===== config.mk =====
export PLATFORM = sky130hd
export DESIGN_NAME = uart_rx_scan
export DESIGN_NICKNAME = d
export VERILOG_FILES = /design/src/rtl/uart_pkg.sv /design/src/rtl/uart_sync2.sv /design/src/rtl/uart_rx_scan.sv
export SDC_FILE = /design/constraint.sdc
export NUM_CORES = 1
export LEC_CHECK = 0
export CELL_PAD_IN_SITES_DETAIL_PLACEMENT = 1
export CELL_PAD_IN_SITES_GLOBAL_PLACEMENT = 1
export CORE_MARGIN = 3
export CORE_UTILIZATION = 47
export CTS_BUF_LIST = sky130_fd_sc_hd__clkbuf_16
export CTS_CLUSTER_SIZE = 8
export DETAILED_ROUTE_END_ITERATION = 16
export MAX_ROUTING_LAYER = met4
export PLACE_DENSITY = 0.86
export SETUP_SLACK_MARGIN = 0.1
export SYNTH_ARGS = -nofsm -noshare
export SYNTH_HDL_FRONTEND = slang
export SYNTH_SLANG_ARGS = --single-unit

===== constraint.sdc =====
create_clock -name clk -period 2.6 [get_ports clk]
set_input_delay 0.52 -clock clk [delete_from_list [all_inputs] [get_ports clk]]
set_output_delay 0.52 -clock clk [all_outputs]
set_load 0.02 [all_outputs]

===== src/rtl/uart_pkg.sv =====
// Shared UART definitions used by the scan-capable receive and transmit blocks.
package uart_pkg;

  localparam int unsigned ClksPerBitDefault = 8;

  typedef enum logic [1:0] {
    StIdle  = 2'd0,
    StStart = 2'd1,
    StData  = 2'd2,
    StStop  = 2'd3
  } uart_state_e;

endpackage


===== src/rtl/uart_sync2.sv =====
// Two-flop synchronizer for the serial line; flops reset to the idle (high) level
// and double as the head of the scan chain.
module uart_sync2 (
  input  logic clk_i,
  input  logic rst_ni,
  input  logic d_i,
  input  logic scan_en_i,
  input  logic scan_i,
  output logic q_o,
  output logic scan_o
);

  logic sync1_q, sync1_d;
  logic sync2_q, sync2_d;

  always_comb begin
    sync1_d = scan_en_i ? scan_i : d_i;
    sync2_d = sync1_q;
  end

  always_ff @(posedge clk_i or negedge rst_ni) begin
    if (!rst_ni) begin
      sync1_q <= 1'b1;
      sync2_q <= 1'b1;
    end else begin
      sync1_q <= sync1_d;
      sync2_q <= sync2_d;
    end
  end

  assign q_o    = sync2_q;
  assign scan_o = sync2_q;

endmodule


===== src/rtl/uart_rx_scan.sv =====
// 8N1 UART receiver with a full mux-D scan chain through every flop, synchronizer included.
module uart_rx_scan
  import uart_pkg::*;
#(
  parameter int unsigned CLKS_PER_BIT = ClksPerBitDefault
) (
  input  logic       clk,
  input  logic       reset,
  input  logic       rx_in,
  input  logic       scan_enable,
  input  logic       scan_in,
  output logic       scan_out,
  output logic [7:0] rx_data,
  output logic       rx_valid,
  output logic       frame_err,
  output logic       rx_busy
);

  localparam int unsigned CntW = $clog2(CLKS_PER_BIT);
  localparam logic [CntW-1:0] CntHalf = CntW'(CLKS_PER_BIT / 2 - 1);
  localparam logic [CntW-1:0] CntLast = CntW'(CLKS_PER_BIT - 1);

  logic sync2;

  uart_state_e     state_q, state_d;
  logic [1:0]      state_sh;
  logic [CntW-1:0] cnt_q, cnt_d;
  logic [2:0]      bit_idx_q, bit_idx_d;
  logic [7:0]      shift_q, shift_d;
  logic [7:0]      rx_data_q, rx_data_d;
  logic            rx_valid_q, rx_valid_d;
  logic            frame_err_q, frame_err_d;

  uart_sync2 u_sync (
    .clk_i    (clk),
    .rst_ni   (reset),
    .d_i      (rx_in),
    .scan_en_i(scan_enable),
    .scan_i   (scan_in),
    .q_o      (sync2),
    .scan_o   ()
  );

  always_ff @(posedge clk or negedge reset) begin
    if (!reset) begin
      state_q     <= StIdle;
      cnt_q       <= '0;
      bit_idx_q   <= '0;
      shift_q     <= '0;
      rx_data_q   <= '0;
      rx_valid_q  <= 1'b0;
      frame_err_q <= 1'b0;
    end else begin
      state_q     <= state_d;
      cnt_q       <= cnt_d;
      bit_idx_q   <= bit_idx_d;
      shift_q     <= shift_d;
      rx_data_q   <= rx_data_d;
      rx_valid_q  <= rx_valid_d;
      frame_err_q <= frame_err_d;
    end
  end

  always_comb begin
    state_d     = state_q;
    state_sh    = '0;
    cnt_d       = cnt_q;
    bit_idx_d   = bit_idx_q;
    shift_d     = shift_q;
    rx_data_d   = rx_data_q;
    rx_valid_d  = 1'b0;
    frame_err_d = frame_err_q;

    unique case (state_q)
      StIdle: begin
        if (!sync2) begin
          state_d = StStart;
          cnt_d   = '0;
        end
      end
      StStart: begin
        if (cnt_q == CntHalf) begin
          cnt_d = '0;
          // Line back high at mid start bit: treat as a glitch.
          if (!sync2) begin
            state_d   = StData;
            bit_idx_d = '0;
          end else begin
            state_d = StIdle;
          end
        end else begin
          cnt_d = cnt_q + CntW'(1);
        end
      end
      StData: begin
        if (cnt_q == CntLast) begin
          shift_d = {sync2, shift_q[7:1]};
          cnt_d   = '0;
          if (bit_idx_q == 3'd7) begin
            state_d = StStop;
          end else begin
            bit_idx_d = bit_idx_q + 3'd1;
          end
        end else begin
          cnt_d = cnt_q + CntW'(1);
        end
      end
      StStop: begin
        if (cnt_q == CntLast) begin
          rx_data_d   = shift_q;
          rx_valid_d  = 1'b1;
          frame_err_d = ~sync2;
          cnt_d       = '0;
          state_d     = StIdle;
        end else begin
          cnt_d = cnt_q + CntW'(1);
        end
      end
    endcase

    // Scan shift: chain continues from sync2 through the FSM flops to frame_err.
    if (scan_enable) begin
      {state_sh, cnt_d, bit_idx_d, shift_d, rx_data_d, rx_valid_d, frame_err_d} =
        {sync2, state_q, cnt_q, bit_idx_q, shift_q, rx_data_q, rx_valid_q};
      state_d = uart_state_e'(state_sh);
    end
  end

  always_comb begin
    rx_busy   = (state_q != StIdle);
    scan_out  = frame_err_q;
    rx_data   = rx_data_q;
    rx_valid  = rx_valid_q;
    frame_err = frame_err_q;
  end

endmodule


# Word level (Yosys, flattened, before mapping)
# Cells that the tools add are included.
[word_totals] register_bits=28 latchBits=0 ram_bits=0 romBits=0 inputBits=5 out_inout_bits=12 elab_cells=67 n_memories=0
[classes] add_sub_neg=2 n_mul=0 div_mod_pow=0 n_lt_le_gt_ge=0 eq_ne=13 n_shift=0 mux=31 bitwise_logic=1 n_reduce_logical=11
[ops] cell="$mux 8" n=6
[ops] cell="$mux 3" n=8
[ops] cell="$ne 3x3->1 const B" n=7
[ops] cell="$mux 2" n=7
[ops] cell="$reduce_and 5->1" n=2
[ops] cell="$pmux 3 s3" n=1
[ops] cell="$pmux 2 s4" n=1
[ops] cell="$reduce_bool 2->1" n=4
[ops] cell="$mux 1" n=7
[ops] cell="$add 3x1->3 const B" n=2
[ops] cell="$eq 3x3->1 const B" n=2
[ops] cell="$pmux 3 s2" n=1
[ops] cell="$eq 2x2->1 const B" n=2
[ops] cell="$reduce_and 2->1" n=2
[ops] cell="$eq 3x2->1 const B" n=1
[ops] cell="$reduce_bool 3->1" n=1
[ops] cell="$eq 2x1->1 const B" n=1
[ops] cell="$logic_not 2->1" n=1
[ops] cell="$reduce_or 2->1" n=1
[ops] cell="$not 1->1" n=1

# Depth between registers and ports, before layout
[logic_depth] ltp_word=5 ltp_mapped=6 mapped_depth_nobuf=6

# Modules after synthesis
# Synthesis repeated with hierarchy kept, for this count alone.
[unflattened] cells_unflattened=139 area_unflattened_um2=1471.4
[modules_own_cells] module="uart_rx_scan" n_inst=1 cells_per_inst=135 area_each_um2=1396.3 seq_area_each_um2=650.6
[modules_own_cells] module="uart_sync2" n_inst=1 cells_per_inst=4 area_each_um2=75.1 seq_area_each_um2=52.6

# Worst setup path before layout
# Ideal clock, no wire load.
[synth_path] kind="register to register" startpoint="reg cnt_q[0]" endpoint="reg shift_q[0]" setup_ns=0.125 t_arrival_ns=1.455 required_time_ns=2.475 path_slack_ns=1.021 stages_incl_launch_ff=4 n_path_buf=0 period_less_slack_ns=1.579 path_cell_list="dfrtp_1 -> ha_1 -> a41oi_2 -> mux2_2"
[synth_via] elab_chain_cells=3
[synth_lines] element="start, declared" line="uart_rx_scan.sv:27" text="logic [CntW-1:0] cnt_q, cnt_d;"
[synth_lines] element="start signal, assigned" line="uart_rx_scan.sv:55" text="cnt_q <= cnt_d;"
[synth_lines] element="$eq 3x3->1" line="uart_rx_scan.sv:96" text="if (cnt_q == CntLast) begin"
[synth_lines] element="$reduce_bool 2->1 (no source line)"
[synth_lines] element="$reduce_and 2->1 (no source line)"
[synth_lines] element="end signal, assigned" line="uart_rx_scan.sv:57" text="shift_q <= shift_d;"
[synth_lines] element="end, declared" line="uart_rx_scan.sv:29" text="logic [7:0] shift_q, shift_d;"
# No other way between the ends.
# A chain may end at the register's enable or synchronous reset.

==> summary.md <==
| Metric | Value |
|---|---|
| Number of flops mapped to enable cells by yosys | `0` |
| Yosys cell types | `31` |
| Yosys reg bits | `28` |
| DR WL/cell | `20.4 µm` |
| Slew @ Worst Pin | `0.537 ns` |
| CTS tree | `built` |
| Multi-input gate area | `slightly above 600 µm²` |
| Initial antenna violation count | `0` |
| Post-synthesis cell area | `1460 µm²` |
| WP data required | `between 2 and 2.5 ns` |
| IO Pins | `17` |
| GRT Total Usage | `0.217` |
| Top-count cell post-synth | `dfrtp_1` |
| Die area | `3810 µm²` |
| Synth Flop Type | `dfrtp_1` |
| # Post-CTS Setup Buffers | `0` |
| VDD IR max | `0.000583 V` |
| Avg Cell Area, Syn | `~12 µm²` |
| Area contributors post-synth | `dfrtp_1 (45%), mux2_2 (6.9%), a222oi_1 (5.5%)` |
| Syn Inst Count | `about 120` |
| Final Cycle Share | `0.885` |
| Synthesis Warnings | `0` |
| Launching point of the worst reg2reg path | `cnt_q[0]$_DFFE_PN0P_` |
| Fmax | `~430 MHz` |
| Diode count | `0` |
| Placed cell area | `1610 µm²` |
| Worst path cell trace | `nor2_1 > inv_1 > clkdlybuf4s50_1` |
| Total Wirelength | `between 3 and 4 mm` |
| Vias | `roughly 1000` |
| Die W | `61.7 µm` |
| CP max stage cell | `dfrtp_1` |
| Vias per std cell | `slightly above 6` |
| Synth top area share | `0.446` |
| Total clock sinks | `28` |
| Clock Tree Root | `clkbuf_16` |
| Endpoints failing setup | `0` |
| Post-synth top cells | `dfrtp_1 (26), inv_1 (17), mux2_2 (9), o21ai_0 (9)` |
| Slew HR | `0.642` |
| Pins Over Slew Limit | `0` |
| Design Area, Final | `between 1500 and 2000 µm²` |
| Hold depth | `0` |
| Static leakage | `approximately 0.77 nW` |
| PwrDens | `around 970 nW/µm²` |
| Largest net degree at the start of global routing | `32` |
| Initial core utilization | `0.511` |
| Yosys top cell by area | `dfrtp_1` |
| Core footprint | `2850 µm²` |
| Gpl congestion | `between 0.7 and 0.8` |
| Fillcell total | `between 300 and 400` |
| Slowest stage delay, CP | `between 0.6 and 0.7 ns` |
| Area Overhead vs Synth | `15.6%` |
| Worst r2r path cells | `3` |
| Detail Route Antenna Nets | `0` |
| Synthesized Nets | `133` |
| GRT overflow | `0` |
| # nets final | `148` |
| Vias in the first global route | `~1200` |
| Cts hold-fix bufs | `0` |
| WHS Endpoint | `u_sync.q_o$_DFF_PN1_` |
| Clock Pin Slew Worst Setup and Hold Paths | `roughly 0.07 ns` |
| TNS Setup | `0 ns` |
| Max cap viols | `0` |
| Crit Path Category | `reg -> out` |
| RSZ-0062 raised after global routing | `false` |
| Buffers added on ports | `16` |
| HP Class | `reg -> reg` |
| TritonCTS Buffers | `3` |
| Skew final | `~0.0031 ns` |
| Height of the die | `between 60 and 70 µm` |
| Clock latency at the later pin of the worst-skew pair | `~0.26 ns` |
| FF-to-FF setup slack | `approximately 0.78 ns` |
| First-pass GRT wire length | `around 5.8 mm` |
| DRC viols | `0` |
| Initial drt markers | `70` |
| Reg2reg end | `shift_q[1]$_DFFE_PN0P_` |
| Final min period | `~2.3 ns` |
| HPWL after DPL | `around 2.4 mm` |
| CP Capture Type | `output port` |
| Post-synthesis sequential area ratio | `0.482` |
| Sequential Area | `703 µm²` |
| CP startpoint kind | `flip-flop` |
| Clock Path Buffers | `2` |
| Async S/R FF share, synth | `1.00` |
| Num rows | `19` |
| H-tree depth | `1` |
| CTS-repair resized insts | `0` |
| Total iterations of the first detailed-routing run | `4` |
| Critical Path AT | `1.78 ns` |
| Run status | `completed` |
| HP Start | `u_sync.sync1_q$_DFF_PN1_` |
| Largest fanout on the critical path | `11` |
| Fraction of layout cells with a size suffix above 1 | `0.204` |
| Final hold vios | `0` |
## flip-flops by register name (all words and copies together), names as in the netlist, named ones only
signal          count
frame_err           1
u_sync.sync1_q      1
state_q             1
u_sync.q_o          1
rx_valid            1
bit_idx_q           3
cnt_q               3
rx_data             8
shift_q             8
## where the power goes
part | internal (mW) | leakage, nW | switching (mW) | total, mW
combinational | 0.274 | 0.379 | 0.278 | 0.552
sequential | 0.574 | 0.355 | 0.165 | 0.739
clock | 0.206 | 0.0385 | 0.144 | 0.350
total | 1.05 | 0.773 | 0.587 | 1.64
## worst max-delay path by stage
stage                                     from                  endpoint  slack (ns)  depth (start not counted)
final                                flip-flop                   rx_busy        0.30                          3
after global routing                 flip-flop                   rx_busy        0.18                          3
after CTS                            flip-flop                   rx_busy        0.28                          3
after detailed placement           scan_enable  bit_idx_q[2]$_DFFE_PN0P_        0.44                          4
after global placement             scan_enable  bit_idx_q[1]$_DFFE_PN0P_        0.49                          4
after floorplan           cnt_q[0]$_DFFE_PN0P_    shift_q[0]$_DFFE_PN0P_        1.02                          3
## stage by stage
step                power (mW)  worst slack, ns  utilization  instances  hold WS, ns
floorplan                 1.08             1.02            -        123        0.224
global placement          1.23            0.490        0.564        164        0.346
detailed placement        1.29            0.445        0.564        164        0.347
CTS                       1.66            0.278        0.591        168        0.357
global route              1.75            0.183        0.591        168        0.360
finish                    1.64            0.300        0.591        168        0.357
## worst max-delay path: cells and delay by family (launching register included)
| kind | cells | cell delay [ns] |
|---|---|---|
| and+or+nand+nor | 1 | 0.18 |
| buffers and inverters | 2 | 0.71 |
| DFF | 1 | 0.62 |
## cells by family (layout without fill, tap and decap cells)
kind of cell | after synthesis | after routing | synth area share
buf+inv | 25 | 39 | 0.0969
mux | 12 | 12 | 0.100
fa+ha+maj | 5 | 5 | 0.0429
simple gates | 18 | 18 | 0.0815
compound gates | 35 | 35 | 0.196
flops | 28 | 28 | 0.482
## per-layer routing
metal | track usage | up-vias | share of wire
li1 | - | 474 | -
met1 | 0.255 | 541 | 0.40
met2 | 0.386 | 21 | 0.56
met3 | 0.0248 | 5 | 0.026
met4 | 0.0667 | 0 | 0.013
met5 | - | - | 0
## layout by cell type, fill, tap and decap left out, types with 3 or more instances in the layout
cell and instances:
a21oi_1 5, a222oi_1 8, clkbuf_16 3, clkdlybuf4s50_1 16, dfrtp_1 26, ha_1 5
inv_1 17, mux2_2 9, mux2_4 3, nand2_1 8, nor2_1 3, o21ai_0 9
## area by class of cell
class | count | share of cell area
sequential | 28 | 0.417
tap | 31 | 0.0230
clock buffer | 3 | 0.0445
timing repair buffer | 18 | 0.111
clock inverter | 1 | 0.00223
inverter | 17 | 0.0378
multi-input combinational | 70 | 0.364
Power figures use the tool's default switching activity.
==> patch: new RTL, same settings <==
Set the package constant `ClksPerBitDefault` to 4 (it was 8).
--- a/src/rtl/uart_pkg.sv
+++ b/src/rtl/uart_pkg.sv
@@ -1,7 +1,7 @@
 // Shared UART definitions used by the scan-capable receive and transmit blocks.
 package uart_pkg;
 
-  localparam int unsigned ClksPerBitDefault = 8;
+  localparam int unsigned ClksPerBitDefault = 4;
 
   typedef enum logic [1:0] {
     StIdle  = 2'd0,
Formal check against the unedited RTL: not equivalent (Yosys sat finds a counterexample within 10 cycles, from zero or initial values and one cycle with reset low).
==> patch against the unedited design <==
  * Setup slack improved by 99 ps
  * Clock skew rose by 0.68 ps
  * Global-route usage fell by 2.2 points
  * Count of clock-buffer cells in the layout did not move
  * Critical endpoint unchanged
  * Core utilization fell by 0.16 points
  * Largest power group unchanged
  * Area after synthesis fell by 4.2%
  * Final area fell by 1.9%
  * Total power rose by 15%
  * Sequential cell count fell by 1
  * Wire length fell by 15%
  * First-iteration DRC count fell by 74%
==> patch: results <==
logic_synthesis:
  synth.distinct_cells: 33
  syn_nets: 134
  synthFlopType: "dfrtp_1"
  ys_async_sr_fraction_pct: 100
  synth_warnings: 0
  yosysSeqAreaShare_pct: 48.5
  synthTopCellsByArea: "dfrtp_1 (45%), mux2_2 (7.3%), mux2i_1 (7.2%), ha_1 (5.4%), o21ai_0 (5.0%)"
  synth_common_cells: "dfrtp_1 (25), nand2_1 (14), o21ai_0 (14)"
clock_network:
  cts_resized: 0
  tritoncts.num_buffers: 3
  cts_buffer_depth: 2
  post_cts_buffers: 0
  h-tree-depth: 1
  root_buffer: "clkbuf_16"
  clk_pin_slew_worst_paths_ps: 70
  clock_latency_ps: 270
global_routing:
  grt_use_total_pct: 19.5
  antenna_found_initial: 0
  grt_pass1_wl_um: 4950
  grt_max_degree: 39
  grt_pass1_vias: 1031
layout:
  diodes: 0
  drive_gt1_share_pct: 18.8
  num-nets-final: 150
  fillers: 312
placement:
  place_hpwl_um: 1890
  io_buffers: 16
  postPlaceCellArea_um2: 1570
  place_congestion: 0.773
  pre_cts_ws_ps: 635
routing:
  first_pass_iters: 3
  wl_per_cell_um: 17.2
  vias: 974
  drt-initial-drc-count: 18
power:
  power_leakage_nw: 0.771
  max-vdd-ir-drop_uv: 833
sta:
  fin_skew_ps: 3.78
  worst-slew-pin-transition_ps: 522
min_path:
  hp-class: "flop to flop"
status:
  status: "completed"
worst_setup_path:
  cp_max_fo: 14
  cp_data_arrival_time_ps: 1680
[patch: report_power, final]
part	internal [mW]	switching [mW]
clock network	0.209	0.149
registers	0.592	0.175
logic	0.399	0.365
total	1.20	0.689
[patch: final timing paths]
path	from	to	slack, ps	cells past startpoint
min in group asynchronous	reset	rx_valid	630	2
hold / removal	u_sync.sync1_q	u_sync.q_o	360	0
max in group asynchronous	reset	u_sync.sync1_q	1670	2
hold reg to reg	u_sync.sync1_q	u_sync.q_o	360	0
setup reg to reg	cnt_q[0]	shift_q[7]	820	3
setup / recovery	state_q[0]	rx_busy	400	2
[patch: final cells by class]
cell class                 count  share of cell area (%)
clock buffer                   3                    4.54
clock inverter                 1                   0.454
inverter                       5                    1.13
multi-input combinational     82                    39.0
sequential                    27                    41.0
tap                           31                    2.34
timing repair buffer          20                    11.5
[patch: cells by family after synthesis]
kind of cell | after synthesis | share of synthesized area [%]
adders and majority gates | 6 | 5.37
AOI/OAI and AO/OA | 25 | 10.8
buffers and inverters | 14 | 5.28
and+or+nand+nor | 30 | 13.4
DFF | 27 | 48.5
muxes | 21 | 16.6
[patch: metal layers]
metal	wire (um)	vias to the layer above	share of wire [%]	track usage [%]
met5	0	-	0	-
met4	40	0	1.4	7.12
met3	91	5	3.1	6.60
met2	1450	14	50	30.7
met1	1330	490	46	23.1
li1	-	465	-	-
[patch: worst max-delay path: stages, from the launching register on]
cell	delay, ps
dfrtp_1	520
or2_2	360
clkdlybuf4s50_1	540
[patch: through the flow]
step | utilization [%] | std cells
final | 59.0 | 169
after floorplan | - | 123
after detailed placement | 56.0 | 165
after CTS | 59.0 | 169
after global placement | 56.0 | 165
after global routing | 59.0 | 169
